==> config.mk <==
export PLATFORM = sky130hd
export DESIGN_NAME = ir_fetch_sequencer_flat
export DESIGN_NICKNAME = d
export VERILOG_FILES = /design/src/rtl/ir_fetch_sequencer_if.sv /design/src/rtl/ir_fetch_sequencer.sv /design/src/flat_wrapper.sv
export SDC_FILE = /design/constraint.sdc
export NUM_CORES = 1
export LEC_CHECK = 0
export ABC_AREA = 1
export ABC_CLOCK_PERIOD_IN_PS = 1350
export CAP_MARGIN = 20
export CORE_MARGIN = 1
export CORE_UTILIZATION = 41
export DETAILED_ROUTE_END_ITERATION = 6
export PLACE_DENSITY = 0.85
export SLEW_MARGIN = 25
export SYNTH_ARGS = -nofsm -noshare
export SYNTH_HDL_FRONTEND = slang
export SYNTH_SLANG_ARGS = --single-unit
==> constraint.sdc <==
create_clock -name clk -period 1.35 [get_ports clk]
set_input_delay 0.2025 -clock clk [delete_from_list [all_inputs] [get_ports clk]]
set_output_delay 0.2025 -clock clk [all_outputs]
set_load 0.02 [all_outputs]
==> src/rtl/ir_fetch_sequencer_if.sv <==
// ----------------------------------------------------------------------------
// ir_fetch_sequencer_if
//   Bundles the two buses driven by the instruction fetch sequencer:
//   - byte-wide memory read port (req/ack handshake)
//   - FunSel/E/I load port of the 16-bit instruction register
//
//   mem_addr   16  byte address to memory          (master -> slave)
//   mem_req     1  memory read request             (master -> slave)
//   mem_ack     1  memory data valid               (slave  -> master)
//   mem_data    8  read byte, valid with mem_ack   (slave  -> master)
//   ir_funsel   3  FunSel to the IR register       (master -> slave)
//   ir_e        1  enable to the IR register       (master -> slave)
//   ir_i       16  data to the IR register         (master -> slave)
// ----------------------------------------------------------------------------
interface ir_fetch_sequencer_if;
    logic [15:0] mem_addr;
    logic        mem_req;
    logic        mem_ack;
    logic [7:0]  mem_data;
    logic [2:0]  ir_funsel;
    logic        ir_e;
    logic [15:0] ir_i;

    modport master (
        output mem_addr, mem_req, ir_funsel, ir_e, ir_i,
        input  mem_ack, mem_data
    );

    modport slave (
        input  mem_addr, mem_req, ir_funsel, ir_e, ir_i,
        output mem_ack, mem_data
    );
endinterface

==> src/rtl/ir_fetch_sequencer.sv <==
// ----------------------------------------------------------------------------
// ir_fetch_sequencer
//   Fetches one 16-bit instruction as two byte reads from a byte-wide memory
//   and writes each byte into the instruction register using partial-load
//   FunSel codes (101 = load low byte, 110 = load high byte). Owns the fetch
//   program counter. All outputs are registered (Moore).
//
//   Optional feature: define FETCH_TIMEOUT_EN to abort a fetch when memory
//   does not acknowledge within TIMEOUT cycles (Error pulse). Without it the
//   sequencer waits for mem_ack indefinitely and error_o is tied low.
//
// Parameters
//   LOW_FIRST  1: byte at PC -> IR[7:0], byte at PC+1 -> IR[15:8]; 0: reversed
//   PC_RESET   PC value after reset
//   TIMEOUT    REQ cycles without mem_ack before abort (1..15)
//
// Ports
//   clk        rising-edge clock
//   rst_n      asynchronous active-low reset
//   start_i    request one fetch (sampled in IDLE only)
//   pc_load_i  load PC from pc_in_i (IDLE only, wins over start_i)
//   pc_in_i    new PC value
//   pc_out_o   current fetch PC
//   busy_o     high in every state except IDLE
//   done_o     one-cycle pulse, fetch complete
//   error_o    one-cycle pulse, fetch aborted on timeout
//   bus        memory + IR port bundle (master side)
// ----------------------------------------------------------------------------
module ir_fetch_sequencer #(
    parameter bit          LOW_FIRST = 1'b1,
    parameter logic [15:0] PC_RESET  = 16'h0000,
    parameter int unsigned TIMEOUT   = 15
) (
    input  logic                        clk,
    input  logic                        rst_n,
    input  logic                        start_i,
    input  logic                        pc_load_i,
    input  logic [15:0]                 pc_in_i,
    output logic [15:0]                 pc_out_o,
    output logic                        busy_o,
    output logic                        done_o,
    output logic                        error_o,
    ir_fetch_sequencer_if.master        bus
);

    if (TIMEOUT < 1 || TIMEOUT > 15) begin : g_timeout_range
        $error("ir_fetch_sequencer: TIMEOUT must be in 1..15");
    end

    localparam logic [2:0] S_IDLE   = 3'd0;
    localparam logic [2:0] S_REQ_1  = 3'd1;
    localparam logic [2:0] S_LOAD_1 = 3'd2;
    localparam logic [2:0] S_REQ_2  = 3'd3;
    localparam logic [2:0] S_LOAD_2 = 3'd4;
    localparam logic [2:0] S_DONE   = 3'd5;
`ifdef FETCH_TIMEOUT_EN
    localparam logic [2:0] S_ERR    = 3'd6;
    localparam logic [3:0] TMO_LAST = 4'(TIMEOUT - 1);
`endif

    localparam logic [2:0] FS_LOW    = 3'b101;
    localparam logic [2:0] FS_HIGH   = 3'b110;
    localparam logic [2:0] FS_FIRST  = LOW_FIRST ? FS_LOW  : FS_HIGH;
    localparam logic [2:0] FS_SECOND = LOW_FIRST ? FS_HIGH : FS_LOW;

    logic [2:0]  state_q, state_d;
    logic [15:0] pc_q, pc_d;
    logic [15:0] mem_addr_q, mem_addr_d;
    logic        mem_req_q, mem_req_d;
    logic        ir_e_q, ir_e_d;
    logic [2:0]  ir_funsel_q, ir_funsel_d;
    logic [15:0] ir_i_q, ir_i_d;
    logic        busy_q, busy_d;
    logic        done_q, done_d;
    logic        is_req_q, is_req_d, is_load_d;

    assign is_req_q  = (state_q == S_REQ_1) || (state_q == S_REQ_2);
    assign is_req_d  = (state_d == S_REQ_1) || (state_d == S_REQ_2);
    assign is_load_d = (state_d == S_LOAD_1) || (state_d == S_LOAD_2);

`ifdef FETCH_TIMEOUT_EN
    logic [3:0] tmo_cnt_q, tmo_cnt_d;
    logic       error_q, error_d;

    // Counts consecutive unacknowledged REQ cycles; any state change clears it.
    assign tmo_cnt_d = (is_req_q && state_d == state_q) ? tmo_cnt_q + 4'd1 : 4'd0;
    assign error_d   = (state_d == S_ERR);
    assign error_o   = error_q;

    always_ff @(posedge clk or negedge rst_n) begin
        if (!rst_n) begin
            tmo_cnt_q <= 4'd0;
            error_q   <= 1'b0;
        end else begin
            tmo_cnt_q <= tmo_cnt_d;
            error_q   <= error_d;
        end
    end
`else
    assign error_o = 1'b0;
`endif

    // Next state and PC.
    always_comb begin
        // NOTE: defaults first so every path assigns every target -- no latches.
        state_d = state_q;
        pc_d    = pc_q;
        case (state_q)
            S_IDLE: begin
                if (pc_load_i) begin
                    pc_d = pc_in_i;
                end else if (start_i) begin
                    state_d = S_REQ_1;
                end
            end
            S_REQ_1, S_REQ_2: begin
                if (bus.mem_ack) begin
                    pc_d    = pc_q + 16'd1;
                    state_d = (state_q == S_REQ_1) ? S_LOAD_1 : S_LOAD_2;
                end
`ifdef FETCH_TIMEOUT_EN
                else if (tmo_cnt_q == TMO_LAST) begin
                    state_d = S_ERR;
                end
`endif
            end
            S_LOAD_1: state_d = S_REQ_2;
            S_LOAD_2: state_d = S_DONE;
            default:  state_d = S_IDLE;  // DONE, ERR and unused codes
        endcase
    end

    // Outputs are computed from the state being entered so they are valid
    // for the whole cycle of that state. The IR data register also serves as
    // the byte latch: it captures mem_data on the acknowledging edge.
    always_comb begin
        mem_req_d   = is_req_d;
        mem_addr_d  = is_req_d ? pc_d : mem_addr_q;
        ir_e_d      = is_load_d;
        ir_i_d      = is_load_d ? {8'h00, bus.mem_data} : ir_i_q;
        ir_funsel_d = ir_funsel_q;
        if (state_d == S_LOAD_1) begin
            ir_funsel_d = FS_FIRST;
        end else if (state_d == S_LOAD_2) begin
            ir_funsel_d = FS_SECOND;
        end
        busy_d = (state_d != S_IDLE);
        done_d = (state_d == S_DONE);
    end

    always_ff @(posedge clk or negedge rst_n) begin
        if (!rst_n) begin
            state_q     <= S_IDLE;
            pc_q        <= PC_RESET;
            mem_addr_q  <= 16'h0000;
            mem_req_q   <= 1'b0;
            ir_e_q      <= 1'b0;
            ir_funsel_q <= 3'b000;
            ir_i_q      <= 16'h0000;
            busy_q      <= 1'b0;
            done_q      <= 1'b0;
        end else begin
            // NOTE: non-blocking so all registers update from pre-edge values.
            state_q     <= state_d;
            pc_q        <= pc_d;
            mem_addr_q  <= mem_addr_d;
            mem_req_q   <= mem_req_d;
            ir_e_q      <= ir_e_d;
            ir_funsel_q <= ir_funsel_d;
            ir_i_q      <= ir_i_d;
            busy_q      <= busy_d;
            done_q      <= done_d;
        end
    end

    assign pc_out_o      = pc_q;
    assign busy_o        = busy_q;
    assign done_o        = done_q;
    assign bus.mem_addr  = mem_addr_q;
    assign bus.mem_req   = mem_req_q;
    assign bus.ir_e      = ir_e_q;
    assign bus.ir_funsel = ir_funsel_q;
    assign bus.ir_i      = ir_i_q;

endmodule
==> src/flat_wrapper.sv <==
// flat-port wrapper written by rule: the top's interface ports become plain ports
module ir_fetch_sequencer_flat 
#(
    parameter bit          LOW_FIRST = 1'b1,
    parameter logic [15:0] PC_RESET  = 16'h0000,
    parameter int unsigned TIMEOUT   = 15
)
  (clk, rst_n, start_i, pc_load_i, pc_in_i, pc_out_o, busy_o, done_o, error_o, bus_mem_addr, bus_mem_req, bus_ir_funsel, bus_ir_e, bus_ir_i, bus_mem_ack, bus_mem_data);
  ir_fetch_sequencer_if bus_i ();
  input  logic clk;
  input  logic rst_n;
  input  logic start_i;
  input  logic pc_load_i;
  input  logic [15:0] pc_in_i;
  output logic [15:0] pc_out_o;
  output logic busy_o;
  output logic done_o;
  output logic error_o;
  output wire logic [$bits(bus_i.mem_addr)-1:0] bus_mem_addr;
  output wire logic [$bits(bus_i.mem_req)-1:0] bus_mem_req;
  output wire logic [$bits(bus_i.ir_funsel)-1:0] bus_ir_funsel;
  output wire logic [$bits(bus_i.ir_e)-1:0] bus_ir_e;
  output wire logic [$bits(bus_i.ir_i)-1:0] bus_ir_i;
  input wire logic [$bits(bus_i.mem_ack)-1:0] bus_mem_ack;
  input wire logic [$bits(bus_i.mem_data)-1:0] bus_mem_data;
  assign bus_mem_addr = bus_i.mem_addr;
  assign bus_mem_req = bus_i.mem_req;
  assign bus_ir_funsel = bus_i.ir_funsel;
  assign bus_ir_e = bus_i.ir_e;
  assign bus_ir_i = bus_i.ir_i;
  assign bus_i.mem_ack = bus_mem_ack;
  assign bus_i.mem_data = bus_mem_data;
  ir_fetch_sequencer #(.LOW_FIRST(LOW_FIRST), .PC_RESET(PC_RESET), .TIMEOUT(TIMEOUT)) u_core (.clk(clk), .rst_n(rst_n), .start_i(start_i), .pc_load_i(pc_load_i), .pc_in_i(pc_in_i), .pc_out_o(pc_out_o), .busy_o(busy_o), .done_o(done_o), .error_o(error_o), .bus(bus_i));
endmodule
==> summary.md <==
| Metric | Value |
|---|---|
| Status | finished with violations |
| Violated checks | setup timing |
| Filler cell count | 449 |
| Switch share | 0.476 |
| Fin Clk Skew | 0.00852 ns |
| Routed wl met2 | 4050 µm |
| Fmax | 641 MHz |
| Final Util | 0.671 |
| Worst path bufs/invs | 2 |
| Fin crit period | 1.56 ns |
| Core area | 5920 µm² |
| Slowest cell on crit path | dfrtp_1 |
| P&R area growth vs syn | 57.8% |
| Largest net degree at the start of global routing | 51 |
| GRT overflow | 0 |
| ANT cells | 0 |
| H-tree depth | 2 |
| IO Count | 85 |
| Final Max Slew Viols | 0 |
| Std-Cell Rows | 28 |
| Ys Warns | 0 |
| Drt drc | 0 |
| Final hold violation count | 0 |
| Antenna-violating nets left | 0 |
| GRT Total Usage | 0.234 |
| Clk_lat worst skew | 0.30 ns |
| Synth cell types | 29 |
| Nets | 479 |
| Leak pwr | 2.04 nW |
| DRT Wirelength | 8250 µm |
| Crit path DAT | 1.80 ns |
| Worst setup SP type | flip-flop |
| Global-route wire length before repair | 11500 µm |
| Psw | 5.02 mW |
| Post-synthesis sequential area ratio | 0.497 |
| Fin worst setup slack | -0.211 ns |
| GP Congestion | 0.861 |
| TritonCTS clock tree | built |
| Sequential cell area | 1260 µm² |
| HPWL after DPL | 5120 µm |
| Clock Sinks | 50 |
| CTS root buf | clkbuf_8 |
| Post-Layout Cell Count | 525 |
| Number of global-route vias before repair | 2631 |
| Initial core utilization | 0.425 |
| Unrepaired setup endpoints after global routing | true |
| Cts bufs inserted | 5 |
| Clk pwr share | 0.098 |
| I/O Buffers | 75 |
| Peak supply drop | 1.23 mV |
| Via-to-Cell Ratio | 5.28 |
| Area of the multi-input gates | 1230 µm² |
| Crit path kind | flip-flop to flip-flop |
| Final setup fails | 27 |
| Die Span Y | 80.3 µm |
| Initial antenna violation count | 0 |
| Final worst-path cycle share | 1.16 |
| Avg Cell Area, Syn | 7.72 µm² |
| DR WL/cell | 15.7 µm |
| CP delay by family, top | simple AND/OR/NAND/NOR gates |
| Flops & latches, synth | 50 |
| Share of layout cells above drive strength 1 | 0.267 |
| Iter 0 DRT Violations | 399 |
| Met1 Wirelength | 3250 µm |
| Min-delay worst type | primary input to asynchronous set/reset pin |
| Chip width | 80.3 µm |
| CP max FO | 5 |
| Cell Pwr Density | 2650 nW/µm² |
| Die area | 6450 µm² |
| Max stage delay on crit path | 0.40 ns |
| CP cell instances | nor2_2 -> nand2_2 -> nor2_1 -> nand2_1 -> o21ai_4 -> nand3_4 -> buf_12 -> inv_6 -> nand2_1 -> nand2_1 |
| Syn Inst Count | 326 |
| Critical path capture point type | flip-flop |
| Top layer in use | met4 |
| Routed length on met3 | 607 µm |
| Internal Pwr Total | 5.52 mW |
| Sequential fraction of design power | 0.268 |
| Most common cell on crit path | nand2_1 |
| Max Cap Viol | 0 |
| Synth Cell Area | 2520 µm² |
| Crit path required time | 1.59 ns |
| Vias | 2770 |
| CTS Buffer Depth | 2 |
| Cells after DPL | 504 |
| Clk slew on worst S/H paths | 0.09 ns |
| Drt pass-1 iters | 5 |
| Gate power share | 0.634 |
## timing repair
| item | in CTS | in global routing |
|---|---|---|
| pin swaps | 2 | 18 |
| gates cloned | 0 | 2 |
| setup buffers | 1 | 9 |
| endpoints found under the hold margin | 50 | 0 |
| resized for setup | 59 | 68 |
| hold buffers | 1 | 0 |
| setup endpoints to repair | 75 | 52 |
## worst paths after layout
| check | from | to | slack [ns] | cells after the start |
|---|---|---|---|---|
| worst max-delay path | u_core.state_q[1]$_DFF_PN0_ | u_core.bus.mem_addr[15]$_DFFE_PN0P_ | -0.21 | 10 |
| worst min-delay path | rst_n | u_core.bus.ir_i[3]$_DFFE_PN0P_ | 0.41 | 3 |
| worst max register to register | u_core.state_q[1]$_DFF_PN0_ | u_core.bus.mem_addr[15]$_DFFE_PN0P_ | -0.21 | 10 |
| worst min register to register | u_core.bus.ir_funsel[2]$_DFFE_PN0P_ | u_core.bus.ir_funsel[2]$_DFFE_PN0P_ | 0.47 | 1 |
| max in group asynchronous | rst_n | u_core.pc_out_o[7]$_DFF_PN0_ | 0.69 | 3 |
| min in group clk | bus_mem_data[5] | u_core.bus.ir_i[5]$_DFFE_PN0P_ | 0.42 | 3 |
## cells in the mapped netlist
master | instances | share of area
nor2_1 | 19 | 0.028
a21oi_1 | 8 | 0.016
o21bai_1 | 2 | 0.0060
nand4_1 | 5 | 0.012
clkinv_4 | 1 | 0.0035
o21ai_2 | 1 | 0.0035
nand2_1 | 131 | 0.20
o22ai_1 | 2 | 0.0050
o21ai_1 | 4 | 0.0080
nand3_1 | 38 | 0.076
xor2_1 | 1 | 0.0035
dfrtp_1 | 50 | 0.50
clkbuf_1 | 2 | 0.0030
inv_1 | 24 | 0.036
inv_2 | 2 | 0.0030
conb_1 | 1 | 0.0015
nand2_2 | 2 | 0.0050
buf_2 | 3 | 0.0060
o21ai_0 | 5 | 0.0099
o211ai_1 | 1 | 0.0030
or2_2 | 1 | 0.0025
nor2_2 | 5 | 0.012
buf_4 | 10 | 0.030
o21ai_4 | 1 | 0.0065
clkinv_1 | 2 | 0.0030
buf_6 | 2 | 0.0090
o41ai_1 | 1 | 0.0035
nand3_4 | 1 | 0.0070
ha_1 | 1 | 0.0050
## sequential cells by signal, indices dropped and copies added (netlist names)
name / flops
u_core.bus.ir_i: 8
u_core.busy_o: 1
u_core.state_q: 3
u_core.bus.ir_funsel: 3
u_core.pc_out_o: 16
u_core.bus.mem_req: 1
u_core.bus.mem_addr: 16
u_core.bus.ir_e: 1
u_core.done_o: 1
## placed cells by master, fill, tap and decap left out, drive strengths merged
master / n
a21oi: 8
buf: 50
o211ai: 1
dlygate4sd3: 1
dfrtp: 50
bufinv: 1
conb: 9
o21ai: 11
o21bai: 2
nand3: 39
clkdlybuf4s15: 2
ha: 1
clkinv: 2
nand2: 133
inv: 29
or2: 1
dlygate4sd2: 41
o22ai: 2
xor2: 1
o41ai: 1
nand4: 5
clkdlybuf4s50: 26
clkbuf: 10
nor2: 24
## worst reg2reg max path: cells and delay by family, from the launching register on
kind / cells / cell delay, ns
buffers and inverters: 2 / 0.24
AND/OR/NAND/NOR: 7 / 0.78
AO/OA/AOI/OAI: 1 / 0.08
flip-flops: 1 / 0.40
## metrics by stage
stage / power (mW) / cell area [µm²] / hold WS, ns / setup TNS [ns] / setup slack, ns
5_1_grt: 11.2 / 3970 / 0.427 / -5.28 / -0.272
3_3_place_gp: 8.37 / 3590 / 0.209 / -11.77 / -0.369
6_report: 10.5 / 3970 / 0.413 / -3.03 / -0.211
2_1_floorplan: 5.93 / 2580 / -0.0931 / -0.622 / -0.0556
3_5_place_dp: 8.55 / 3590 / 0.217 / -14.67 / -0.433
4_1_cts: 9.36 / 3690 / 0.417 / -1.77 / -0.129
## power groups by stage
stage          Clock, mW  Sequential (mW)  Combinational [mW]
6_report            1.03             2.82                6.68
5_1_grt             1.13             2.90                7.21
4_1_cts             1.05             2.78                5.54
3_5_place_dp           0             2.82                5.73
3_3_place_gp           0             2.80                5.58
2_1_floorplan          0             3.52                2.42
## area by class of cell
cell class | count | area share
clock buffers | 7 | 0.0192
clock inverters | 1 | 0.00756
inverters | 29 | 0.0325
multi-input cells | 238 | 0.310
flip-flops and latches | 50 | 0.318
well taps | 75 | 0.0236
repair buffers | 123 | 0.283
repair inverters | 2 | 0.00630
## logic make-up after synthesis
group	synth area share
xor+xnor	0.00348
simple gates	0.339
compound gates	0.0612
flops	0.497
other cells	0.00149
fa+ha+maj	0.00497
buf+inv	0.0930
## per-layer routing
layer | track usage | vias to the layer above
li1 | - | 1265
met4 | 0.118 | 0
met1 | 0.292 | 1310
met3 | 0.0420 | 40
met5 | 0 | -
met2 | 0.388 | 155
Power figures use the tool's default switching activity.
